--- config.mk ---
export PLATFORM = sky130hd
export DESIGN_NAME = instr_fetch_flat
export DESIGN_NICKNAME = d
export VERILOG_FILES = /design/src/rtl/instr_fetch_if.sv /design/src/rtl/instr_fetch.sv /design/src/flat_wrapper.sv
export SDC_FILE = /design/constraint.sdc
export NUM_CORES = 1
export LEC_CHECK = 0
export ABC_AREA = 1
export CAP_MARGIN = 25
export CELL_PAD_IN_SITES_DETAIL_PLACEMENT = 1
export CELL_PAD_IN_SITES_GLOBAL_PLACEMENT = 1
export CORE_UTILIZATION = 29
export CTS_CLUSTER_DIAMETER = 120
export DETAILED_ROUTE_END_ITERATION = 8
export HOLD_SLACK_MARGIN = 0.15
export PLACE_DENSITY = 0.62
export SYNTH_ARGS = -nofsm -noshare
export SYNTH_HDL_FRONTEND = slang
export SYNTH_SLANG_ARGS = --single-unit
--- constraint.sdc ---
create_clock -name clk -period 1.75 [get_ports clk]
set_input_delay 0.35 -clock clk [delete_from_list [all_inputs] [get_ports clk]]
set_output_delay 0.35 -clock clk [all_outputs]
set_load 0.02 [all_outputs]
--- src/rtl/instr_fetch_if.sv ---
// Fetch-stage bus bundle: instruction-memory request/response, execute
// redirect, and the instruction handshake towards decode.
//
// Handshake rules for every valid/ready pair in this bundle:
//   a transfer happens in a cycle where valid && ready on the rising clock
//   edge; the producer may lower valid without a transfer only where the
//   fetch stage allows it (redirect, full output buffer); payload is held
//   stable while valid && !ready. The memory response has no ready and is
//   always accepted.
interface instr_fetch_if #(
    parameter int XLEN = 64
);
    // instruction-memory request channel
    logic            imem_req_valid;
    logic            imem_req_ready;
    logic [XLEN-1:0] imem_req_addr;

    // instruction-memory response channel
    logic            imem_resp_valid;
    logic [31:0]     imem_resp_data;

    // redirect from execute
    logic            redirect_valid;
    logic [XLEN-1:0] redirect_pc;

    // instruction channel towards decode/control
    logic            inst_valid;
    logic            inst_ready;
    logic [31:0]     inst;
    logic [XLEN-1:0] inst_pc;
    logic [6:0]      inst_opcode;

    // fetch stage side
    modport master (
        output imem_req_valid,
        output imem_req_addr,
        input  imem_req_ready,
        input  imem_resp_valid,
        input  imem_resp_data,
        input  redirect_valid,
        input  redirect_pc,
        output inst_valid,
        output inst,
        output inst_pc,
        output inst_opcode,
        input  inst_ready
    );

    // environment side: memory, execute and decode
    modport slave (
        input  imem_req_valid,
        input  imem_req_addr,
        output imem_req_ready,
        output imem_resp_valid,
        output imem_resp_data,
        output redirect_valid,
        output redirect_pc,
        input  inst_valid,
        input  inst,
        input  inst_pc,
        input  inst_opcode,
        output inst_ready
    );

endinterface

--- src/rtl/instr_fetch.sv ---
// Instruction fetch stage: owns the PC, keeps at most one request in flight
// to instruction memory and hands fetched words to decode through a
// one-entry output buffer. A redirect restarts fetch at a new PC; a request
// already in flight at that point is drained and its data thrown away.
module instr_fetch #(
    parameter int              XLEN     = 64,
    parameter logic [XLEN-1:0] RESET_PC = '0
) (
    input  logic          clk,
    input  logic          rst_n,
    instr_fetch_if.master fetch_if,
    output logic [1:0]    dbg_state_o
);

    localparam logic [1:0] ST_IDLE  = 2'd0;
    localparam logic [1:0] ST_REQ   = 2'd1;
    localparam logic [1:0] ST_WAIT  = 2'd2;
    localparam logic [1:0] ST_DRAIN = 2'd3;

    logic [1:0]      state_q,     state_d;
    logic [XLEN-1:0] pc_q,        pc_d;
    logic [XLEN-1:0] req_pc_q,    req_pc_d;
    logic            buf_valid_q, buf_valid_d;
    logic [31:0]     inst_q,      inst_d;
    logic [XLEN-1:0] inst_pc_q,   inst_pc_d;

    logic            req_valid;
    logic            req_fire;
    logic            out_fire;
    logic            buf_free;
    logic            in_flight;
    logic [XLEN-1:0] redirect_target;

    // The low redirect bits are dropped on purpose; instructions are word aligned.
    logic unused_redirect_lsbs;
    assign unused_redirect_lsbs = ^fetch_if.redirect_pc[1:0];

    assign redirect_target = {fetch_if.redirect_pc[XLEN-1:2], 2'b00};

    // Decode takes the buffered instruction this cycle.
    assign out_fire = buf_valid_q && fetch_if.inst_ready;

    // Slot is free at issue time if empty or emptied this cycle, so the
    // eventual response always has a place to land.
    assign buf_free = !buf_valid_q || fetch_if.inst_ready;

    // Request valid depends only on registered state and inst_ready, never on
    // imem_req_ready.
    assign req_valid = (state_q == ST_REQ) && buf_free;
    assign req_fire  = req_valid && fetch_if.imem_req_ready;

    // A request stays outstanding past this cycle if we are waiting/draining
    // and no response arrives, or if one is being issued right now.
    assign in_flight = (((state_q == ST_WAIT) || (state_q == ST_DRAIN))
                        && !fetch_if.imem_resp_valid)
                       || req_fire;

    // Next-state logic: normal sequencing first, redirect overrides last.
    always_comb begin
        state_d     = state_q;
        pc_d        = pc_q;
        req_pc_d    = req_pc_q;
        buf_valid_d = buf_valid_q;
        inst_d      = inst_q;
        inst_pc_d   = inst_pc_q;

        if (out_fire) begin
            buf_valid_d = 1'b0;
        end

        case (state_q)
            ST_IDLE: begin
                state_d = ST_REQ;
            end
            ST_REQ: begin
                if (req_fire) begin
                    req_pc_d = pc_q;
                    pc_d     = pc_q + XLEN'(4);
                    state_d  = ST_WAIT;
                end
            end
            ST_WAIT: begin
                if (fetch_if.imem_resp_valid) begin
                    buf_valid_d = 1'b1;
                    inst_d      = fetch_if.imem_resp_data;
                    inst_pc_d   = req_pc_q;
                    state_d     = ST_REQ;
                end
            end
            ST_DRAIN: begin
                // Squashed request: its response is consumed and dropped.
                if (fetch_if.imem_resp_valid) begin
                    state_d = ST_REQ;
                end
            end
            default: begin
                state_d = ST_IDLE;
            end
        endcase

        if (fetch_if.redirect_valid) begin
            pc_d        = redirect_target;
            buf_valid_d = 1'b0;
            // inst/inst_pc keep their old contents; only the valid bit matters.
            inst_d      = inst_q;
            inst_pc_d   = inst_pc_q;
            state_d     = in_flight ? ST_DRAIN : ST_REQ;
        end
    end

    // State registers with asynchronous active-low reset.
    always_ff @(posedge clk or negedge rst_n) begin
        if (!rst_n) begin
            state_q     <= ST_IDLE;
            pc_q        <= RESET_PC;
            req_pc_q    <= '0;
            buf_valid_q <= 1'b0;
            inst_q      <= '0;
            inst_pc_q   <= '0;
        end else begin
            state_q     <= state_d;
            pc_q        <= pc_d;
            req_pc_q    <= req_pc_d;
            buf_valid_q <= buf_valid_d;
            inst_q      <= inst_d;
            inst_pc_q   <= inst_pc_d;
        end
    end

    assign fetch_if.imem_req_valid = req_valid;
    assign fetch_if.imem_req_addr  = pc_q;
    assign fetch_if.inst_valid     = buf_valid_q;
    assign fetch_if.inst           = inst_q;
    assign fetch_if.inst_pc        = inst_pc_q;
    assign fetch_if.inst_opcode    = inst_q[6:0];

    assign dbg_state_o = state_q;

endmodule
--- src/flat_wrapper.sv ---
// flat-port wrapper written by rule: the top's interface ports become plain ports
module instr_fetch_flat 
#(
    parameter int              XLEN     = 64,
    parameter logic [XLEN-1:0] RESET_PC = '0
)
  (clk, rst_n, dbg_state_o, fetch_if_imem_req_valid, fetch_if_imem_req_addr, fetch_if_imem_req_ready, fetch_if_imem_resp_valid, fetch_if_imem_resp_data, fetch_if_redirect_valid, fetch_if_redirect_pc, fetch_if_inst_valid, fetch_if_inst, fetch_if_inst_pc, fetch_if_inst_opcode, fetch_if_inst_ready);
  instr_fetch_if #(.XLEN(XLEN)) fetch_if_i ();
  input  logic clk;
  input  logic rst_n;
  output logic [1:0] dbg_state_o;
  output wire logic [$bits(fetch_if_i.imem_req_valid)-1:0] fetch_if_imem_req_valid;
  output wire logic [$bits(fetch_if_i.imem_req_addr)-1:0] fetch_if_imem_req_addr;
  input wire logic [$bits(fetch_if_i.imem_req_ready)-1:0] fetch_if_imem_req_ready;
  input wire logic [$bits(fetch_if_i.imem_resp_valid)-1:0] fetch_if_imem_resp_valid;
  input wire logic [$bits(fetch_if_i.imem_resp_data)-1:0] fetch_if_imem_resp_data;
  input wire logic [$bits(fetch_if_i.redirect_valid)-1:0] fetch_if_redirect_valid;
  input wire logic [$bits(fetch_if_i.redirect_pc)-1:0] fetch_if_redirect_pc;
  output wire logic [$bits(fetch_if_i.inst_valid)-1:0] fetch_if_inst_valid;
  output wire logic [$bits(fetch_if_i.inst)-1:0] fetch_if_inst;
  output wire logic [$bits(fetch_if_i.inst_pc)-1:0] fetch_if_inst_pc;
  output wire logic [$bits(fetch_if_i.inst_opcode)-1:0] fetch_if_inst_opcode;
  input wire logic [$bits(fetch_if_i.inst_ready)-1:0] fetch_if_inst_ready;
  assign fetch_if_imem_req_valid = fetch_if_i.imem_req_valid;
  assign fetch_if_imem_req_addr = fetch_if_i.imem_req_addr;
  assign fetch_if_i.imem_req_ready = fetch_if_imem_req_ready;
  assign fetch_if_i.imem_resp_valid = fetch_if_imem_resp_valid;
  assign fetch_if_i.imem_resp_data = fetch_if_imem_resp_data;
  assign fetch_if_i.redirect_valid = fetch_if_redirect_valid;
  assign fetch_if_i.redirect_pc = fetch_if_redirect_pc;
  assign fetch_if_inst_valid = fetch_if_i.inst_valid;
  assign fetch_if_inst = fetch_if_i.inst;
  assign fetch_if_inst_pc = fetch_if_i.inst_pc;
  assign fetch_if_inst_opcode = fetch_if_i.inst_opcode;
  assign fetch_if_i.inst_ready = fetch_if_inst_ready;
  instr_fetch #(.XLEN(XLEN), .RESET_PC(RESET_PC)) u_core (.clk(clk), .rst_n(rst_n), .fetch_if(fetch_if_i), .dbg_state_o(dbg_state_o));
endmodule
==> flow_metrics.py, run 1 <==
metrics = {
    "placed_design": {
        "place_area_um2": 15000,
        "gp_congestion": 0.863,
        "io_buffers": 266,
        "hpwl_um": 30600,
        "place_ws_ns": -0.292,
    },
    "synthesis": {
        "yosys-top-cells-count": "nand2_1 (355), dfrtp_1 (221), inv_1 (116), o21ai_0 (116), nor2_1 (113)",
        "netlist_instances": 1233,
        "synth-simple-area-share_pct": 22.0,
        "yosys-top-cells-area": "dfrtp_1 (51%), nand2_1 (12%), mux2_2 (9.6%), o21ai_0 (5.4%), inv_1 (4.1%)",
        "async_reset_ff_share_pct": 100,
        "synth_compound_area_share_pct": 7.87,
        "synth_flop_cell": "dfrtp_1",
        "synth_fa_ha_area_share_pct": 0.116,
        "yosys_warnings": 0,
        "synth_xor_area_share_pct": 1.87,
        "syn_avg_cell_area_um2": 8.71,
        "synthMuxAreaShare_pct": 9.64,
        "yosysMostFrequentCell": "nand2_1",
        "synth.distinct_cells": 31,
        "yosys.area.top_type": "dfrtp_1",
        "syn_area_um2": 10700,
        "ys_ff_latch": 221,
        "ys_seq_area_share_pct": 51.5,
        "synth_top_family_by_area": "simple AND/OR/NAND/NOR gates",
        "netlist.area_leader.share_pct": 51.5,
        "synth_edf_count": 0,
    },
    "die": {
        "die_x_um": 194,
        "num_io_pins": 273,
        "design.core.area_um2": 36500,
        "die_h_um": 194,
        "die_area_um2": 37800,
        "rows": 70,
        "floorplan.initialDensity_pct": 29.4,
    },
    "min_path": {
        "whs_endpoint": "u_core.dbg_state_o[0]",
        "holdPathStages": 3,
        "hold_class": "in -> reg",
        "hp-start": "fetch_if_redirect_valid",
    },
    "setup_path": {
        "reg2regPathDepth": 9,
        "timing.rr.start": "u_core.fetch_if.imem_req_addr[37]",
        "crit_type": "reg -> out",
        "cp-start-kind": "flip-flop",
        "r2r_slack_ns": 0.02,
        "worst_ep_arrival_time_ns": 1.38,
        "end_kind": "output port",
        "critPathMaxStageDelay_ns": 0.36,
        "required_ns": 1.40,
        "path_cells": "inv_2 -> nor3_4 -> buf_6",
        "cp_slowest_cell": "dfrtp_1",
        "critPathMaxFanout": 4,
        "r2r_end": "u_core.fetch_if.imem_req_addr[58]",
    },
    "detailed_routing": {
        "drtIter0Drc": 321,
        "drt-pass1-iter-count": 5,
        "drt-wirelength-per-cell_um": 18.4,
        "route.antenna.remaining_nets": 0,
        "post_drt_via_cell_ratio": 4.63,
        "vias": 9829,
        "drc": 0,
        "wl_um": 39100,
    },
    "flow_run": {
        "drv_cap": 0,
    },
    "final_layout": {
        "drive_gt1_share_pct": 25.9,
        "nets": 1739,
        "diodes": 0,
        "utilization_pct": 43.6,
        "finish.instance_area_um2": 15900,
        "multi_input_area_um2": 4670,
        "n_fill_cell": 4284,
        "area_growth_pct": 48.1,
        "regArea_um2": 5540,
    },
    "pwr": {
        "power_switching_w": 0.00755,
        "p_comb_share_pct": 34.6,
        "swShare_pct": 35.6,
        "ir_drop_uv": 826,
        "p_per_area_nw_per_um2": 1330,
        "p_seq_share_pct": 37.9,
        "p_clk_share_pct": 27.5,
        "p_int_w": 0.0137,
        "power_leakage_nw": 7.98,
    },
    "global_route": {
        "overflow": 0,
        "grt_util_all_layers_pct": 21.1,
        "grt_max_degree": 64,
        "grt_pass1_wl_um": 61900,
        "antenna_found_initial": 0,
        "grt_pass1_vias": 10500,
    },
    "timing": {
        "period_needed_ns": 1.73,
        "whs_ns": 0.158,
        "finalSetupViolations": 0,
        "rsz0062_at_grt": "true",
        "maxSlewViolCount": 0,
        "fin_skew_ns": 0.0146,
        "max_freq_mhz": 577,
        "layout_setup_ws_ns": 0.0173,
        "period_share_pct": 99.0,
        "fin_tns_setup_ns": 0,
        "finalHoldViolations": 0,
    },
    "clock_network": {
        "clock_sinks": 221,
        "path_clk_slew_ns": 0.06,
        "clock_path_buffers": 3,
        "numCtsBuffers": 27,
        "worstSkewPairLatency_ns": 0.55,
        "cts_tree": "done",
        "htree_levels": 1,
        "cts_root_buf": "clkbuf_16",
    },
    "status": {
        "outcome": "finished clean",
    },
}
metrics by stage:
step,cells,total power (W)
floorplan,1236,0.0119
global placement,2058,0.0162
detailed placement,2058,0.0163
CTS,2120,0.0215
global route,2124,0.0224
finish,2124,0.0212
placed cells by master (no fill, tap or decap), drive strengths merged, types with 2 or more instances in the layout:
cell / Yosys / final
nor2: 121 / 121
mux2: 92 / 92
nor3: 2 / 2
o21bai: 16 / 16
buf: 36 / 187
nand2: 369 / 369
clkdlybuf4s50: 0 / 97
conb: 1 / 4
dlygate4sd2: 0 / 108
inv: 121 / 122
nand4: 9 / 9
dfrtp: 221 / 221
o21ai: 127 / 127
bufinv: 0 / 3
nand3: 65 / 65
clkbuf: 16 / 51
o211ai: 10 / 10
clkinv: 0 / 6
xor2: 22 / 22
clkdlybuf4s15: 0 / 17
flip-flops by register name, indices dropped and copies added, names as in the netlist:
signal / flops
u_core.dbg_state_o: 2
u_core.fetch_if.inst: 32
u_core.req_pc_q: 62
u_core.fetch_if.inst_pc: 62
u_core.fetch_if.inst_valid: 1
u_core.fetch_if.imem_req_addr: 62
worst max-delay path by stage:
stage                                          start                                 to
floorplan           u_core.fetch_if.imem_req_addr[3]  u_core.fetch_if.imem_req_addr[54]
global placement                 fetch_if_inst_ready            fetch_if_imem_req_valid
detailed placement               fetch_if_inst_ready            fetch_if_imem_req_valid
CTS                       u_core.fetch_if.inst_valid            fetch_if_imem_req_valid
global route                   u_core.dbg_state_o[0]            fetch_if_imem_req_valid
finish                         u_core.dbg_state_o[0]            fetch_if_imem_req_valid
what timing repair did:
item,CTS,global route
pin swaps,1,8
hold endpoints to repair,204,0
hold buffers,1,0
gates resized for setup,286,104
setup endpoints to repair,173,79
buffers inserted,12,4
cells by family after synthesis:
family                     after synthesis
buffers and inverters                  173
xor gates and xnor gates                23
AOI/OAI and AO/OA                      155
muxes                                   92
and+or+nand+nor                        567
adders and majority gates                1
DFF                                    221
other                                    1
critical path, delay by kind of cell, from the launching register on:
kind                   cells  cell delay (ns)
AND/OR/NAND/NOR            1             0.24
flip-flops                 1             0.36
buffers and inverters      2             0.23
layer usage:
metal  up-vias  track usage, %  share of wire, %
met5         -               0                 0
met4         0            4.41               1.5
met3        36            2.45               3.9
met2       195            34.6                47
met1      4850            29.8                48
li1       4748               -                 -
area by class of cell:
type                            instances  share of cell area (%)
Sequential cell                       221                    34.8
Multi-Input combinational cell        842                    29.3
Timing Repair Buffer                  423                    23.5
Clock buffer                           38                    4.95
Tap cell                              468                    3.68
Inverter                              121                    2.85
Clock inverter                         11                   0.881
power by group through the flow:
| stage | clock network [W] | logic (W) | registers (W) |
|---|---|---|---|
| 2_1_floorplan | 0 | 0.00245 | 0.00948 |
| 3_3_place_gp | 0 | 0.00804 | 0.00812 |
| 3_5_place_dp | 0 | 0.00816 | 0.00818 |
| 4_1_cts | 0.00599 | 0.00743 | 0.00804 |
| 5_1_grt | 0.00618 | 0.00793 | 0.00831 |
| 6_report | 0.00584 | 0.00734 | 0.00803 |
Note: power is estimated with default switching activity, not from simulation.
==> run 2, diff against run 1 <==
- clock period: 1.75 -> 1.72 ns (I/O delays scaled with it)
==> run 2 against run 1 <==
Total power up 1.9%; global-route usage is essentially flat; sequential cell count unchanged; sequential share of layout area about the same; critical path type unchanged; critical endpoint is now fetch_if_imem_req_addr[13].
==> flow_metrics.py, run 2 (synthesized netlist as in run 1, its figures left out) <==
metrics = {
    "setup_path": {
        "reg2regPathDepth": 10,
        "crit_type": "reg -> out",
        "timing.rr.start": "u_core.fetch_if.imem_req_addr[12]",
        "required_ns": 1.38,
        "end_kind": "output port",
        "critPathMaxFanout": 4,
        "r2r_slack_ns": 0.07,
        "worst_ep_arrival_time_ns": 1.37,
        "setup.worst_path.start": "u_core.fetch_if.imem_req_addr[13]",
        "cp-start-kind": "flip-flop",
    },
    "timing": {
        "whs_ns": 0.184,
        "period_needed_ns": 1.72,
        "rsz0062_at_grt": "true",
        "fin_skew_ns": 0.00968,
        "period_share_pct": 99.8,
        "finalHoldViolations": 0,
        "max_freq_mhz": 583,
        "finalSetupViolations": 0,
        "maxSlewViolCount": 0,
    },
    "global_route": {
        "met3_usage_pct": 2.65,
        "busiest_layer": "met2",
        "overflow": 0,
        "grt_use_met1_pct": 30.0,
        "antenna_found_initial": 0,
        "grt_util_all_layers_pct": 21.1,
        "grt_pass1_wl_um": 61800,
        "grt_max_degree": 73,
        "use_met2_pct": 34.2,
        "grt_pass1_vias": 10300,
    },
    "clock_network": {
        "clock_path_buffers": 3,
        "cts_tree": "done",
        "worstSkewPairLatency_ns": 0.55,
        "cts_root_buf": "clkbuf_16",
        "numCtsBuffers": 28,
        "path_clk_slew_ns": 0.06,
        "htree_levels": 1,
        "clock_sinks": 221,
    },
    "pwr": {
        "fin_total_pwr_w": 0.0216,
        "power_switching_w": 0.00771,
        "p_int_w": 0.0139,
        "power_leakage_nw": 8.00,
        "swShare_pct": 35.7,
        "p_clk_share_pct": 27.8,
        "ir_drop_uv": 667,
        "p_per_area_nw_per_um2": 1350,
        "p_seq_share_pct": 37.8,
        "p_comb_share_pct": 34.3,
    },
    "die": {
        "die_x_um": 194,
        "design.core.area_um2": 36500,
        "die_h_um": 194,
        "floorplan.initialDensity_pct": 29.4,
        "rows": 70,
        "num_io_pins": 273,
        "die_area_um2": 37800,
    },
    "final_layout": {
        "regArea_um2": 5540,
        "layout_common_cells": "nand2_1 (332), dfrtp_1 (211), buf_4 (143), inv_1 (114), o21ai_0 (113)",
        "nets": 1743,
        "multi_input_area_um2": 4720,
        "drive_gt1_share_pct": 28.1,
        "area_growth_pct": 48.4,
        "n_fill_cell": 4287,
        "finish.instance_area_um2": 16000,
        "final_common_cell": "nand2_1",
        "diodes": 0,
    },
    "placed_design": {
        "io_buffers": 266,
        "hpwl_um": 30600,
        "gp_congestion": 0.892,
        "place_area_um2": 14900,
    },
    "detailed_routing": {
        "drc": 0,
        "vias": 9795,
        "drtIter0Drc": 358,
        "drt-pass1-iter-count": 4,
        "post_drt_via_cell_ratio": 4.60,
        "drt-wirelength-per-cell_um": 18.6,
        "wl_um": 39600,
        "route.antenna.remaining_nets": 0,
    },
    "status": {
        "outcome": "finished clean",
    },
    "min_path": {
        "hold_class": "in -> async",
    },
    "flow_run": {
        "drv_cap": 0,
    },
}
## run 2: cell types whose count changed in the layout (fill, tap and decap cells not counted), sizes merged
cell and change:
inv -1, dlygate4sd3 +1, clkinv +1, clkdlybuf4s15 -2, dlygate4sd2 -4, bufinv -1
buf +16, clkbuf -6
## run 2: critical path: stages, from the launching register on
cell,delay (ns)
dfrtp_1,0.41
buf_4,0.15
buf_4,0.14
buf_6,0.13
## run 2: worst paths after layout
check                                                          to
worst max-delay path                   fetch_if_imem_req_addr[13]
worst min-delay path                   u_core.fetch_if.inst_pc[4]
worst max register to register  u_core.fetch_if.imem_req_addr[41]
worst min register to register                u_core.req_pc_q[51]
max in group asynchronous       u_core.fetch_if.imem_req_addr[19]
min in group clk                u_core.fetch_if.imem_req_addr[13]
## run 2: power by group through the flow
stage          combinational (W)  sequential (W)  clock [W]
2_1_floorplan            0.00249         0.00965          0
3_3_place_gp             0.00817         0.00823          0
3_5_place_dp             0.00832         0.00830          0
4_1_cts                  0.00747         0.00818    0.00619
5_1_grt                  0.00802         0.00846    0.00640
6_report                 0.00742         0.00817    0.00601
## run 2: timing repair
item | CTS | global route
hold buffers | 2 | 0
pin swaps | 2 | 17
setup buffers | 7 | 10
endpoints found under the hold margin | 222 | 0
gates resized for setup | 333 | 102
endpoints found under the setup margin | 181 | 59
## run 2: cell type report
type	instances	area share, %
Clock buffer	40	5.25
Clock inverter	10	0.667
Inverter	121	2.88
Multi-Input combinational cell	842	29.6
Sequential cell	221	34.8
Timing Repair Buffer	426	23.2
Tap cell	468	3.67
## run 2: layer usage
metal | vias up | wire, µm
met5 | - | 0
met4 | 0 | 679
met3 | 39 | 1360
met2 | 159 | 18400
met1 | 4838 | 19100
li1 | 4759 | -
## run 2: per-stage QoR
| step | TNS, ns | utilization [%] | setup slack (ns) | instances |
|---|---|---|---|---|
| final | 0 | 43.7 | 0.00365 | 2128 |
| after CTS | 0 | 43.0 | 0.0000855 | 2119 |
| after floorplan | 0 | - | 0.00264 | 1236 |
| after global routing | -0.432 | 43.7 | -0.0430 | 2128 |
| after detailed placement | -35.62 | 40.9 | -0.310 | 2060 |
| after global placement | -29.91 | 40.9 | -0.308 | 2060 |
==> edit (flow settings as in run 2) <==
`XLEN` is set to 64 in 3 places; all go to 96.
--- a/src/rtl/instr_fetch_if.sv
+++ b/src/rtl/instr_fetch_if.sv
@@ -9,5 +9,5 @@
 //   always accepted.
 interface instr_fetch_if #(
-    parameter int XLEN = 64
+    parameter int XLEN = 96
 );
     // instruction-memory request channel
--- a/src/rtl/instr_fetch.sv
+++ b/src/rtl/instr_fetch.sv
@@ -4,5 +4,5 @@
 // already in flight at that point is drained and its data thrown away.
 module instr_fetch #(
-    parameter int              XLEN     = 64,
+    parameter int              XLEN     = 96,
     parameter logic [XLEN-1:0] RESET_PC = '0
 ) (
--- a/src/flat_wrapper.sv
+++ b/src/flat_wrapper.sv
@@ -2,5 +2,5 @@
 module instr_fetch_flat 
 #(
-    parameter int              XLEN     = 64,
+    parameter int              XLEN     = 96,
     parameter logic [XLEN-1:0] RESET_PC = '0
 )
Ports: changed (resized fetch_if_imem_req_addr, fetch_if_inst_pc and fetch_if_redirect_pc); port bits go from 273 to 369. No check against the original RTL was run, so the function may have changed too.
==> edit against run 2 <==
- the flow now finishes with violations (setup timing)
- maximum frequency is 9.6% lower
- sequential power up 44%
- total power rose by 45%
- clock power grew 45%
- core utilization grew 3.2 points
- worst setup slack got worse by 0.18 ns
- synthesized area up 48%
- sequential cell count rose by 96
- routed wire length increased by 68%
- final area increased by 59%
- critical endpoint is now u_core.fetch_if.imem_req_addr[54]
- highest routed layer unchanged
==> edit: results (changes against run 2) <==
Layout
  – Number of fill cells: 6241 (+46%)
  – Non-filler cells, final: 3275 (+54%)
  – Layout cells sized above 1: 35.6% (+7.6 points)
  – Final nets: 2681 (+54%)

Clock network
  – Clock slew at reported path FFs: 0.06 ns (about the same)
  – Resized Gates After CTS: 733 (+120%)
  – Clock Tree Buf Depth: 3 (unchanged)
  – H-tree depth: 2 (+1)
  – CTS Buf Count: 39 (+39%)
  – Post-CTS setup buffers: 50 (+43)
  – Hold_buf cts: 2 (unchanged)

Hold path
  – Worst min path class: in2async

Placed design
  – HPWL after DPL: 51.0 mm (+67%)
  – Post-Place Cells: 3139 (+52%)
  – Port Buf Inserts: 362 (+36%)
  – Placement Setup Slack: -0.394 ns (-0.0848 ns)
  – DP Area: 0.0223 mm2 (+49%)
  – Routability cong.: 0.891 (-0.12%)

Power
  – Max rail drop VDD: 0.000773 V (+16%)
  – Leak Pwr: 12.3 nW (+54%)
  – Internal power: 20.0 mW (+44%)

Yosys
  – Synth area leaders: dfrtp_1 50%, nand2_1 13%, mux2_2 8.7%
  – FFs w/ async S/R, synth: 100% (unchanged)
  – Mean cell area of the mapped netlist: 8.47 um2 (-2.8%)
  – Synth unique cells: 32 (+3.2%)
  – Post-synth EDFFs: 0 (unchanged)
  – Most frequent cells after synthesis: 554 x nand2_1, 317 x dfrtp_1, 179 x nor2_1
  – Post-synthesis sequential area ratio: 50.0% (-1.5 points)

Global routing
  – Vias in the first global route: 16629 (+61%)
  – Tot GR Track Use: 23.6% (+2.5 points)
  – First-pass GRT wire length: 100 mm (+63%)
  – Largest net degree at the start of global routing: 95 (+30%)
  – Initial antenna violation count: 2 (+2)

Outcome
  – Status: finished, violations left
  – Failing checks: setup timing

Routing
  – Final wirelength: 66.5 mm (+68%)
  – Vias per cell: 4.72 (+2.5%)
  – DRT iter0 DRCs: 651 (+82%)
  – Drt pass-1 iters: 5 (+1)

Timing
  – Final Hold Slack: 0.302 ns (+0.117 ns)
  – Setup-failing EPs final: 68 (+68)
  – Clk_skew: 0.0183 ns (+0.00864 ns)
  – Post-route worst setup slack: -0.178 ns (-0.182 ns)
  – Setup TNS: -5.04 ns (-5.04 ns)

Worst setup path
  – Worst-case reg-to-reg path depth: 10 (unchanged)
  – CP delay by family, top: simple AND/OR/NAND/NOR gates
  – Slowest CP cell: dfrtp_2
  – CP arrival: 2.33 ns (+0.96 ns)
  – Crit path launch: u_core.fetch_if.imem_req_addr[3]
  – Crit-path max FO: 6 (+2)
  – CP endpoint: u_core.fetch_if.imem_req_addr[54]

Job
  – Max-capacitance violation count: 0 (unchanged)
## edit: cell count changes after synthesis, moves of 55 or more
| cell | change |
|---|---|
| nand3_1 | +64 |
| nand2_1 | +199 |
| nor2_1 | +66 |
| inv_1 | +55 |
| dfrtp_1 | +96 |
| o21ai_0 | +56 |
## edit: kinds of logic after synthesis
| kind of cell | count (synthesis) | synth area share (%) |
|---|---|---|
| compound gates | 207 | 7.04 |
| xor+xnor | 31 | 1.71 |
| simple gates | 946 | 25.8 |
| mux | 123 | 8.72 |
| other cells | 1 | 0.0236 |
| fa+ha+maj | 1 | 0.0788 |
| buf+inv | 249 | 6.61 |
| flops | 317 | 50.0 |
## edit: routing by layer
metal | GRT usage (%) | vias to the layer above | wire [um]
li1 | - | 7350 | -
met1 | 31.4 | 7723 | 30600
met2 | 39.2 | 307 | 31800
met3 | 4.35 | 71 | 2780
met4 | 6.08 | 0 | 1290
met5 | 0 | - | 0
## edit: power by group through the flow
| stage | logic [mW] | clock network [mW] | registers [mW] |
|---|---|---|---|
| floorplan | 3.44 | 0 | 13.7 |
| global placement | 11.4 | 0 | 11.8 |
| detailed placement | 11.6 | 0 | 11.9 |
| CTS | 10.7 | 8.97 | 11.8 |
| global route | 11.6 | 9.24 | 12.2 |
| finish | 10.8 | 8.74 | 11.8 |
## edit: layout make-up
class / count / area, um2 / share of cell area (%)
timing repair buffer: 702 / 6350 / 25.1
tap: 696 / 871 / 3.44
clock inverter: 15 / 206 / 0.816
antenna: 2 / 5.00 / 0.0198
multi-input combinational: 1312 / 8080 / 31.9
sequential: 317 / 7960 / 31.5
clock buffer: 57 / 1150 / 4.56
inverter: 174 / 671 / 2.65
